### src/rtl/serial_subtract_ctrl_pkg.sv
// Shared definitions for the bit-serial subtractor controller:
// FSM state encodings and the operand-width legality rule.
package serial_subtract_ctrl_pkg;

    typedef enum logic [1:0] {
        ST_IDLE  = 2'd0,
        ST_SHIFT = 2'd1,
        ST_DONE  = 2'd2
    } state_t;

    localparam int MIN_WIDTH = 2;
    localparam int MAX_WIDTH = 32;

    function automatic bit width_legal(input int w);
        return (w >= MIN_WIDTH) && (w <= MAX_WIDTH);
    endfunction

endpackage

### src/rtl/serial_subtract_ctrl_full_subtractor.sv
// One-bit full subtractor cell: diff = a - b - bin, bout = borrow out.
module serial_subtract_ctrl_full_subtractor (
    input  logic a,
    input  logic b,
    input  logic bin,
    output logic diff,
    output logic bout
);

    assign diff = a ^ b ^ bin;
    assign bout = (~a & b) | (~(a ^ b) & bin);

endmodule

### src/rtl/serial_subtract_ctrl.sv
// Bit-serial subtractor controller: a - b - bin, LSB first, one bit per clock
// through a single full-subtractor cell with the borrow carried in a flop.
module serial_subtract_ctrl
    import serial_subtract_ctrl_pkg::*;
#(
    parameter int WIDTH = 8
) (
    input  logic             clk,
    input  logic             rst,
    input  logic             start,
    input  logic             abort,
    input  logic [WIDTH-1:0] a,
    input  logic [WIDTH-1:0] b,
    input  logic             bin,
    output logic             ready,
    output logic             busy,
    output logic             done,
    output logic [WIDTH-1:0] diff,
    output logic             bout
);

    localparam int CNT_W = $clog2(WIDTH);

    generate
        if (!width_legal(WIDTH)) begin : g_width_check
            $error("serial_subtract_ctrl: WIDTH must be within 2..32");
        end
    endgenerate

    state_t           state;
    state_t           state_nx;
    logic [CNT_W-1:0] cnt;
    logic [WIDTH-1:0] sa;
    logic [WIDTH-1:0] sb;
    logic [WIDTH-1:0] sd;
    logic [WIDTH-1:0] diff_q;
    logic             bout_q;
    logic             borrow;
    logic             cell_d;
    logic             cell_bo;
    logic             last_bit;

    serial_subtract_ctrl_full_subtractor u_cell (
        .a    (sa[0]),
        .b    (sb[0]),
        .bin  (borrow),
        .diff (cell_d),
        .bout (cell_bo)
    );

    assign last_bit = (cnt == CNT_W'(WIDTH - 1));

    always_ff @(posedge clk or posedge rst) begin
        if (rst) begin
            state <= ST_IDLE;
        end else begin
            state <= state_nx;
        end
    end

    always_comb begin
        state_nx = state;
        ready    = 1'b0;
        done     = 1'b0;
        case (state)
            ST_IDLE: begin
                ready = 1'b1;
                if (start) begin
                    state_nx = ST_SHIFT;
                end
            end
            ST_SHIFT: begin
                // abort has priority over finishing the last bit
                if (abort) begin
                    state_nx = ST_IDLE;
                end else if (last_bit) begin
                    state_nx = ST_DONE;
                end
            end
            ST_DONE: begin
                done     = 1'b1;
                state_nx = ST_IDLE;
            end
            default: begin
                state_nx = ST_IDLE;
            end
        endcase
    end

    assign busy = ~ready;
    assign diff = diff_q;
    assign bout = bout_q;

    always_ff @(posedge clk or posedge rst) begin
        if (rst) begin
            cnt    <= '0;
            sa     <= '0;
            sb     <= '0;
            sd     <= '0;
            borrow <= 1'b0;
            diff_q <= '0;
            bout_q <= 1'b0;
        end else begin
            case (state)
                ST_IDLE: begin
                    if (start) begin
                        sa     <= a;
                        sb     <= b;
                        sd     <= '0;
                        borrow <= bin;
                        cnt    <= '0;
                    end
                end
                ST_SHIFT: begin
                    if (abort) begin
                        cnt    <= '0;
                        sa     <= '0;
                        sb     <= '0;
                        sd     <= '0;
                        borrow <= 1'b0;
                    end else begin
                        sd     <= {cell_d, sd[WIDTH-1:1]};
                        sa     <= sa >> 1;
                        sb     <= sb >> 1;
                        borrow <= cell_bo;
                        // hold the count on the final bit so it never wraps
                        if (last_bit) begin
                            diff_q <= {cell_d, sd[WIDTH-1:1]};
                            bout_q <= cell_bo;
                        end else begin
                            cnt <= cnt + 1'b1;
                        end
                    end
                end
                default: begin
                end
            endcase
        end
    end

    a_done_single: assert property (@(posedge clk) disable iff (rst) done |=> !done);
    a_cnt_range:   assert property (@(posedge clk) disable iff (rst)
                                    (state == ST_SHIFT) |-> (cnt <= CNT_W'(WIDTH - 1)));

endmodule
### config.mk
export PLATFORM = sky130hd
export DESIGN_NAME = serial_subtract_ctrl
export DESIGN_NICKNAME = d
export VERILOG_FILES = /design/src/rtl/serial_subtract_ctrl_pkg.sv /design/src/rtl/serial_subtract_ctrl_full_subtractor.sv /design/src/rtl/serial_subtract_ctrl.sv
export SDC_FILE = /design/constraint.sdc
export NUM_CORES = 1
export LEC_CHECK = 0
export ABC_AREA = 1
export CAP_MARGIN = 10
export CORE_AREA = 2 2 61 63
export DETAILED_ROUTE_END_ITERATION = 6
export DIE_AREA = 0 0 63 65
export PLACE_DENSITY = 0.92
export SYNTH_ARGS = -nofsm -noshare
export SYNTH_HDL_FRONTEND = slang
export SYNTH_SLANG_ARGS = --single-unit
### constraint.sdc
create_clock -name clk -period 2.2 [get_ports clk]
set_input_delay 0.55 -clock clk [delete_from_list [all_inputs] [get_ports clk]]
set_output_delay 0.55 -clock clk [all_outputs]
set_load 0.005 [all_outputs]
==> metrics.md, run 1 <==
| Metric | Value |
|---|---|
| Outcome | completed |
| Hold path start | diff[0] |
| Setup Buffers After CTS | 0 |
| Most frequent cell after synthesis | nand2_1 |
| HP Class | flop to flop |
| R2R Path End | cnt[2] |
| Crit share post-route | 94.5% |
| Post-DP HPWL | 2700 µm |
| Clk_skew | 0.00427 ns |
| Post-Syn Nets | 268 |
| Htree depth | 2 |
| Reg clk slew, reported paths | 0.11 ns |
| DRT iter0 DRCs | 60 |
| Routed Antenna Nets | 0 |
| DR DRC count | 0 |
| ANT cells | 0 |
| Cts bufs inserted | 5 |
| Peak supply drop | between 0.0003 and 0.0004 V |
| Rel. slew slack | a little over 50% |
| Crit Path Category | flop to primary output |
| Leading cell types by count after synthesis | 121 x nand2_1, 38 x dfrtp_1, 30 x inv_1, 19 x nor2_1, 10 x o21ai_0 |
| DR top layer | met4 |
| Total Wirelength | between 3000 and 4000 µm |
| Sequential area share after synthesis | 51.2% |
| Type of origin of the critical path | flop |
| Metal2 WL | 1860 µm |
| Initial antenna violation count | 0 |
| Core area | ~0.0035 mm² |
| Mapped cell area | between 0.0015 and 0.002 mm² |
| Pwr per Cell Area | a little over 700 mW/mm² |
| Max Buffers Root-to-Sink | 2 |
| Max Clk Rate | approximately 480 MHz |
| Share of layout cells above drive strength 1 | 7.89% |
| GRT Total Usage | 22.3% |
| Worst-margin pin slew | 0.720 ns |
| Clock root buffer | clkbuf_4 |
| Yosys reg bits | 38 |
| Worst Setup Slack, final | 0.121 ns |
| Row cnt | 22 |
| Area contributors post-synth | dfrtp_1 51%, nand2_1 24%, inv_1 6.1% |
| Vias | 1562 |
| Worst-Skew Late Latency | 0.34 ns |
| Gate power share | between 20% and 30% |
| Vias per cell | between 4 and 5 |
| CP Capture Type | primary output |
| Setup TNS | 0 ns |
| Yosys top cell area share | between 50% and 60% |
| Initial cell density of the core | 53.1% |
| Clock share of power | 29.9% |
| DR WL/cell | approximately 12 µm |
| Final Net Count | around 300 |
| Crit path max fanout | 6 |
| Post-CTS sizing | 0 |
| Post-layout util | 65.8% |
| Die height | between 60 and 70 µm |
| Place WS | 0.289 ns |
| Number of max-cap violations | 0 |
| Most used DFF post-synth | dfrtp_1 |
| Mean post-synth cell area | 7.60 µm² |
| Synth warnings | 0 |
| Yosys cell types | 17 |
| Width of the die | ~63 µm |
| DR WL met3 | 225 µm |
| Hold Slack | slightly below 0.5 ns |
| Max-slew violations | 0 |
| Final hold vios | 0 |
| First-pass detailed-route iteration total | 4 |
| I/O Buffers | 32 |
| Net Sw Frac | 28.5% |
| # IOs | 33 |
| CTS sink count | 38 |
| Post-synth EDFFs | 0 |
| Worst Hold End | diff[0] |
| Tmin final | roughly 2.1 ns |
| Fillers | slightly below 300 |
| Internal power | between 0.001 and 0.0015 W |
| GRT overflow | 0 |
| Final setup fails | 0 |
| Largest net degree at the start of global routing | 39 |
| Mapped Cells | 244 |
| Arrival @ worst endpoint | approximately 1.5 ns |
| Metal-1 WL | 1690 µm |
| First-pass GRT wire length | approximately 7000 µm |
| Sw power | 0.000464 W |
| GPL Wtd Cong | 0.732 |
| CTS tree | done |
| R2R cell count | 8 |
| Hold Path Depth | 2 |
| Reg-to-Reg Start | cnt[0] |
| Leak pwr | approximately 1.2 nW |
| Total die area | 0.00410 mm² |
| Register share of total power | between 40% and 50% |
| R2R Setup Slk | roughly 0.4 ns |
| Asr flop ratio synth | 100% |
| Required @ worst endpoint | 1.65 ns |
| P&R area growth vs syn | 23.9% |
| Total power | approximately 0.0016 W |
| Area leader, netlist | dfrtp_1 |
| CTS Hold Bufs | 0 |
| Vias in the first global route | 1581 |
| RSZ-0062 raised after global routing | no |
-- layout make-up --
cell class / instances / area, µm² / area share (%)
Inverter: 30 / 113 / 4.90
Clock inverter: 1 / 30.0 / 1.31
Multi-Input combinational cell: 168 / 744 / 32.4
Clock buffer: 6 / 51.3 / 2.23
Sequential cell: 38 / 951 / 41.3
Timing Repair Buffer: 36 / 350 / 15.2
Tap cell: 48 / 60.1 / 2.61
-- placed cells by master (no fill, tap or decap) --
| master | count |
|---|---|
| nand2_1 | 121 |
| dfrtp_1 | 38 |
| clkdlybuf4s50_1 | 32 |
| inv_1 | 30 |
| nor2_1 | 19 |
| o21ai_0 | 10 |
| o21ai_2 | 8 |
| clkbuf_4 | 5 |
| buf_4 | 4 |
| nor2_4 | 2 |
| nand3_1 | 2 |
| ha_1 | 2 |
| nand2_2 | 1 |
| o21a_1 | 1 |
| nand3b_1 | 1 |
| fa_1 | 1 |
| bufinv_16 | 1 |
| clkbuf_8 | 1 |
-- stage by stage --
step	cells	cell area [µm²]
floorplan	244	1860
global placement	320	2220
detailed placement	320	2220
CTS	327	2300
global route	327	2300
finish	327	2300
-- flip-flops by register name (all words and copies together) (netlist names) --
name	count
bout	1
sd	7
borrow	1
sa	8
state	2
cnt	3
diff	8
sb	8
-- cell families after synthesis --
logic type	Yosys count	share of synthesized area, %
AO/OA/AOI/OAI	19	6.88
adder cells (fa/ha/maj)	3	2.43
buffers and inverters	38	8.63
flip-flops	38	51.2
AND/OR/NAND/NOR	146	30.8
-- per-layer routing --
layer | GRT usage [%] | vias to the layer above
li1 | - | 789
met3 | 4.69 | 10
met5 | 0 | -
met1 | 28.6 | 719
met4 | 10.8 | 0
met2 | 35.9 | 44
-- critical path, cell delays in order (launching register included) --
cell,delay [ns]
dfrtp_1,0.45
nor2_1,0.20
clkdlybuf4s50_1,0.54
-- power by group through the flow --
stage	Combinational, W	Sequential, W	Clock (W)
after global placement	0.000315	0.000820	0
after CTS	0.000330	0.000811	0.000493
after detailed placement	0.000329	0.000824	0
after global routing	0.000381	0.000821	0.000530
after floorplan	0.000225	0.000814	0
final	0.000329	0.000812	0.000488
-- worst max path at each step --
stage / slack [ns] / to / startpoint / cells after the start
final: 0.12 / ready / state[0] / 2
after global routing: 0.01 / ready / state[0] / 2
after CTS: 0.11 / ready / state[0] / 2
after detailed placement: 0.29 / borrow / start / 4
after global placement: 0.34 / sa[4] / start / 4
after floorplan: 0.79 / borrow / rst / 1
No activity file was read; power rests on OpenSTA's default activity.
==> inputs of run 2 (changes only) <==
--- a/config.mk
+++ b/config.mk
@@ -8,6 +8,7 @@
 export ABC_AREA = 1
 export CAP_MARGIN = 10
 export CORE_AREA = 2 2 61 63
+export CTS_CLUSTER_DIAMETER = 200
 export DETAILED_ROUTE_END_ITERATION = 6
 export DIE_AREA = 0 0 63 65
 export PLACE_DENSITY = 0.92
==> results of run 2 <==
No change in the layout: final DEF, timing and power equal those of run 1.
==> inputs of run 3 (changes only) <==
--- a/config.mk
+++ b/config.mk
@@ -11,7 +11,7 @@
 export CTS_CLUSTER_DIAMETER = 200
 export DETAILED_ROUTE_END_ITERATION = 6
 export DIE_AREA = 0 0 63 65
-export PLACE_DENSITY = 0.92
+export PLACE_DENSITY = 0.79
 export SYNTH_ARGS = -nofsm -noshare
 export SYNTH_HDL_FRONTEND = slang
 export SYNTH_SLANG_ARGS = --single-unit
==> run 3 against run 2 <==
Final area up 0.38%. Clock skew increased by 0.0044 ns. Clock power fell by 4.5%. Global-route usage shrank 2.4 points. Count of clock-buffer cells in the layout rose by 1. Combinational power down 2%. Setup slack better by 0.0012 ns. Power fell by 1.8%. Largest cell class unchanged. Highest routed layer unchanged.
==> metrics.md, run 3 (synthesized netlist as in run 1, its figures left out) <==
| Metric | Value |
|---|---|
| R2R Setup Slk | 0.70 ns (+0.31 ns) |
| Total Wirelength | 3490 µm (-10%) |
| RSZ-0062 raised after global routing | no |
| Dpl cells | 322 (+0.63%) |
| Max Buffers Root-to-Sink | 2 (unchanged) |
| Initial cell density of the core | 53.1% (unchanged) |
| Internal power | 0.00114 W (-2.0%) |
| Worst-Skew Late Latency | 0.35 ns (about the same) |
| # IOs | 33 (unchanged) |
| Row cnt | 22 (unchanged) |
| Crit Path Category | flop to primary output |
| Busiest layer in global routing | met2 |
| Met2 layer usage reported by global route | 30.9% (-5.1 points) |
| Number of max-cap violations | 0 (unchanged) |
| Width of the die | 63 µm (unchanged) |
| Post-layout instance area | 0.00231 mm² (+0.38%) |
| Hold Path Depth | 2 (unchanged) |
| Crit share post-route | 94.4% (about the same) |
| Initial antenna violation count | 0 (unchanged) |
| Total die area | 0.00410 mm² (unchanged) |
| Leak pwr | 1.22 nW (+0.35%) |
| HP Class | flop to flop |
| Max-slew violations | 0 (unchanged) |
| Post-CTS sizing | 0 (unchanged) |
| Routed Antenna Nets | 0 (unchanged) |
| Reg-to-Reg Start | cnt[0] |
| Clock root buffer | clkbuf_4 |
| Fillers | 306 (+3.0%) |
| Placement Cell Area | 0.00223 mm² (+0.68%) |
| GPL Wtd Cong | 0.767 (+4.9%) |
| CTS tree | done |
| Cts bufs inserted | 5 (unchanged) |
| Reg clk slew, reported paths | 0.11 ns (about the same) |
| Net Sw Frac | 28.6% (+0.12 points) |
| Required @ worst endpoint | 1.65 ns (about the same) |
| DR WL/cell | 10.6 µm (-11%) |
| Vias in the first global route | 1409 (-11%) |
| Non-filler cells, final | 330 (+0.92%) |
| ANT cells | 0 (unchanged) |
| DRT iter0 DRCs | 76 (+27%) |
| Core area | 0.00350 mm² (unchanged) |
| P&R area growth vs syn | 24.4% |
| GRT overflow | 0 (unchanged) |
| Clock share of power | 29.1% (-0.8 points) |
| I/O Buffers | 32 (unchanged) |
| Htree depth | 2 (unchanged) |
| Peak supply drop | 0.000400 V (+16%) |
| DR DRC count | 0 (unchanged) |
| Crit path max fanout | 6 (unchanged) |
| Most frequent cells in the layout | 121 x nand2_1, 38 x dfrtp_1, 32 x clkdlybuf4s50_1 |
| GRT met3 Usage | 5.90% (+1.2 points) |
| Pwr per Cell Area | 693 mW/mm² (-2.2%) |
| Commonest non-fill, non-tap cell in the layout | nand2_1 |
| CTS sink count | 38 (unchanged) |
| Register share of total power | 50.7% (+0.9 points) |
| Setup Buffers After CTS | 0 (unchanged) |
| Vias | 1507 (-3.5%) |
| CP Capture Type | primary output |
| First-pass GRT wire length | 6300 µm (-9.8%) |
| Share of layout cells above drive strength 1 | 8.16% (+0.27 points) |
| R2R Path End | diff[6] |
| First-pass detailed-route iteration total | 5 (+1) |
| Die height | 65 µm (unchanged) |
| R2R cell count | 8 (unchanged) |
| Largest net degree at the start of global routing | 39 (unchanged) |
| GRT met1 Usage | 26.7% (-1.9 points) |
| Gate power share | 20.1% (about the same) |
| Tmin final | 2.08 ns (-0.00122 ns) |
| Outcome | completed |
| Sw power | 0.000457 W (-1.4%) |
| Worst-margin pin slew | 0.466 ns (-0.254 ns) |
| Hold path start | diff[4] |
| Rel. slew slack | 68.9% (+17 points) |
| CTS Hold Bufs | 0 (unchanged) |
| Worst Hold End | diff[4] |
| Setup TNS | 0 ns (unchanged) |
| GRT Total Usage | 19.9% (-2.4 points) |
| Post-DP HPWL | 2460 µm (-8.6%) |
| Final hold vios | 0 (unchanged) |
| Arrival @ worst endpoint | 1.53 ns (about the same) |
| Final Net Count | 305 (+0.66%) |
| Clk_skew | 0.00866 ns (+0.00438 ns) |
| Max Clk Rate | 481 MHz (about the same) |
| Hold Slack | 0.491 ns (+0.00578 ns) |
| Final setup fails | 0 (unchanged) |
| Type of origin of the critical path | flop |
| Vias per cell | 4.57 (-4.4%) |
-- run 3: changes by cell type in the layout (fill, tap and decap cells not counted), sizes merged --
cell and change:
clkbuf +1, buf +2
-- run 3: layout make-up --
type                       count  area (µm²)  area share [%]
multi-input combinational    168         744            32.2
inverter                      30         113            4.88
clock inverter                 1        30.0            1.30
sequential                    38         951            41.2
timing repair buffer          38         365            15.8
clock buffer                   7        45.0            1.95
tap                           48        60.1            2.60
-- run 3: how the worst max path moves through the flow --
| stage | from | endpoint | slack, ns | cells after the start |
|---|---|---|---|---|
| 6_report | state[0] | ready | 0.12 | 2 |
| 4_1_cts | state[0] | ready | 0.10 | 2 |
| 3_5_place_dp | start | sb[6] | 0.31 | 5 |
| 3_3_place_gp | start | sb[4] | 0.34 | 5 |
| 2_1_floorplan | rst | borrow | 0.79 | 1 |
| 5_1_grt | state[0] | ready | 0.02 | 2 |
-- run 3: worst max-delay path: stages, from the launching register on --
cell and delay [ns]:
dfrtp_1 0.46, nor2_1 0.20, clkdlybuf4s50_1 0.53
-- run 3: layer usage --
metal | part of all wire (%) | vias up
met5 | 0 | -
met3 | 4.5 | 6
met4 | 1.6 | 0
li1 | - | 796
met2 | 44 | 28
met1 | 49 | 677
-- run 3: through the flow --
step                power [W]  setup WS, ns  util [%]
finish                0.00160         0.122      66.0
global route          0.00170        0.0194      66.0
CTS                   0.00161         0.104      66.0
detailed placement    0.00115         0.311      63.9
global placement      0.00114         0.343      63.9
floorplan             0.00104         0.789         -
-- run 3: power by group through the flow --
stage	Sequential (W)	Clock, W	Combinational, W
floorplan	0.000814	0	0.000225
global placement	0.000821	0	0.000322
detailed placement	0.000822	0	0.000328
CTS	0.000811	0.000474	0.000328
global route	0.000823	0.000508	0.000373
finish	0.000811	0.000466	0.000322
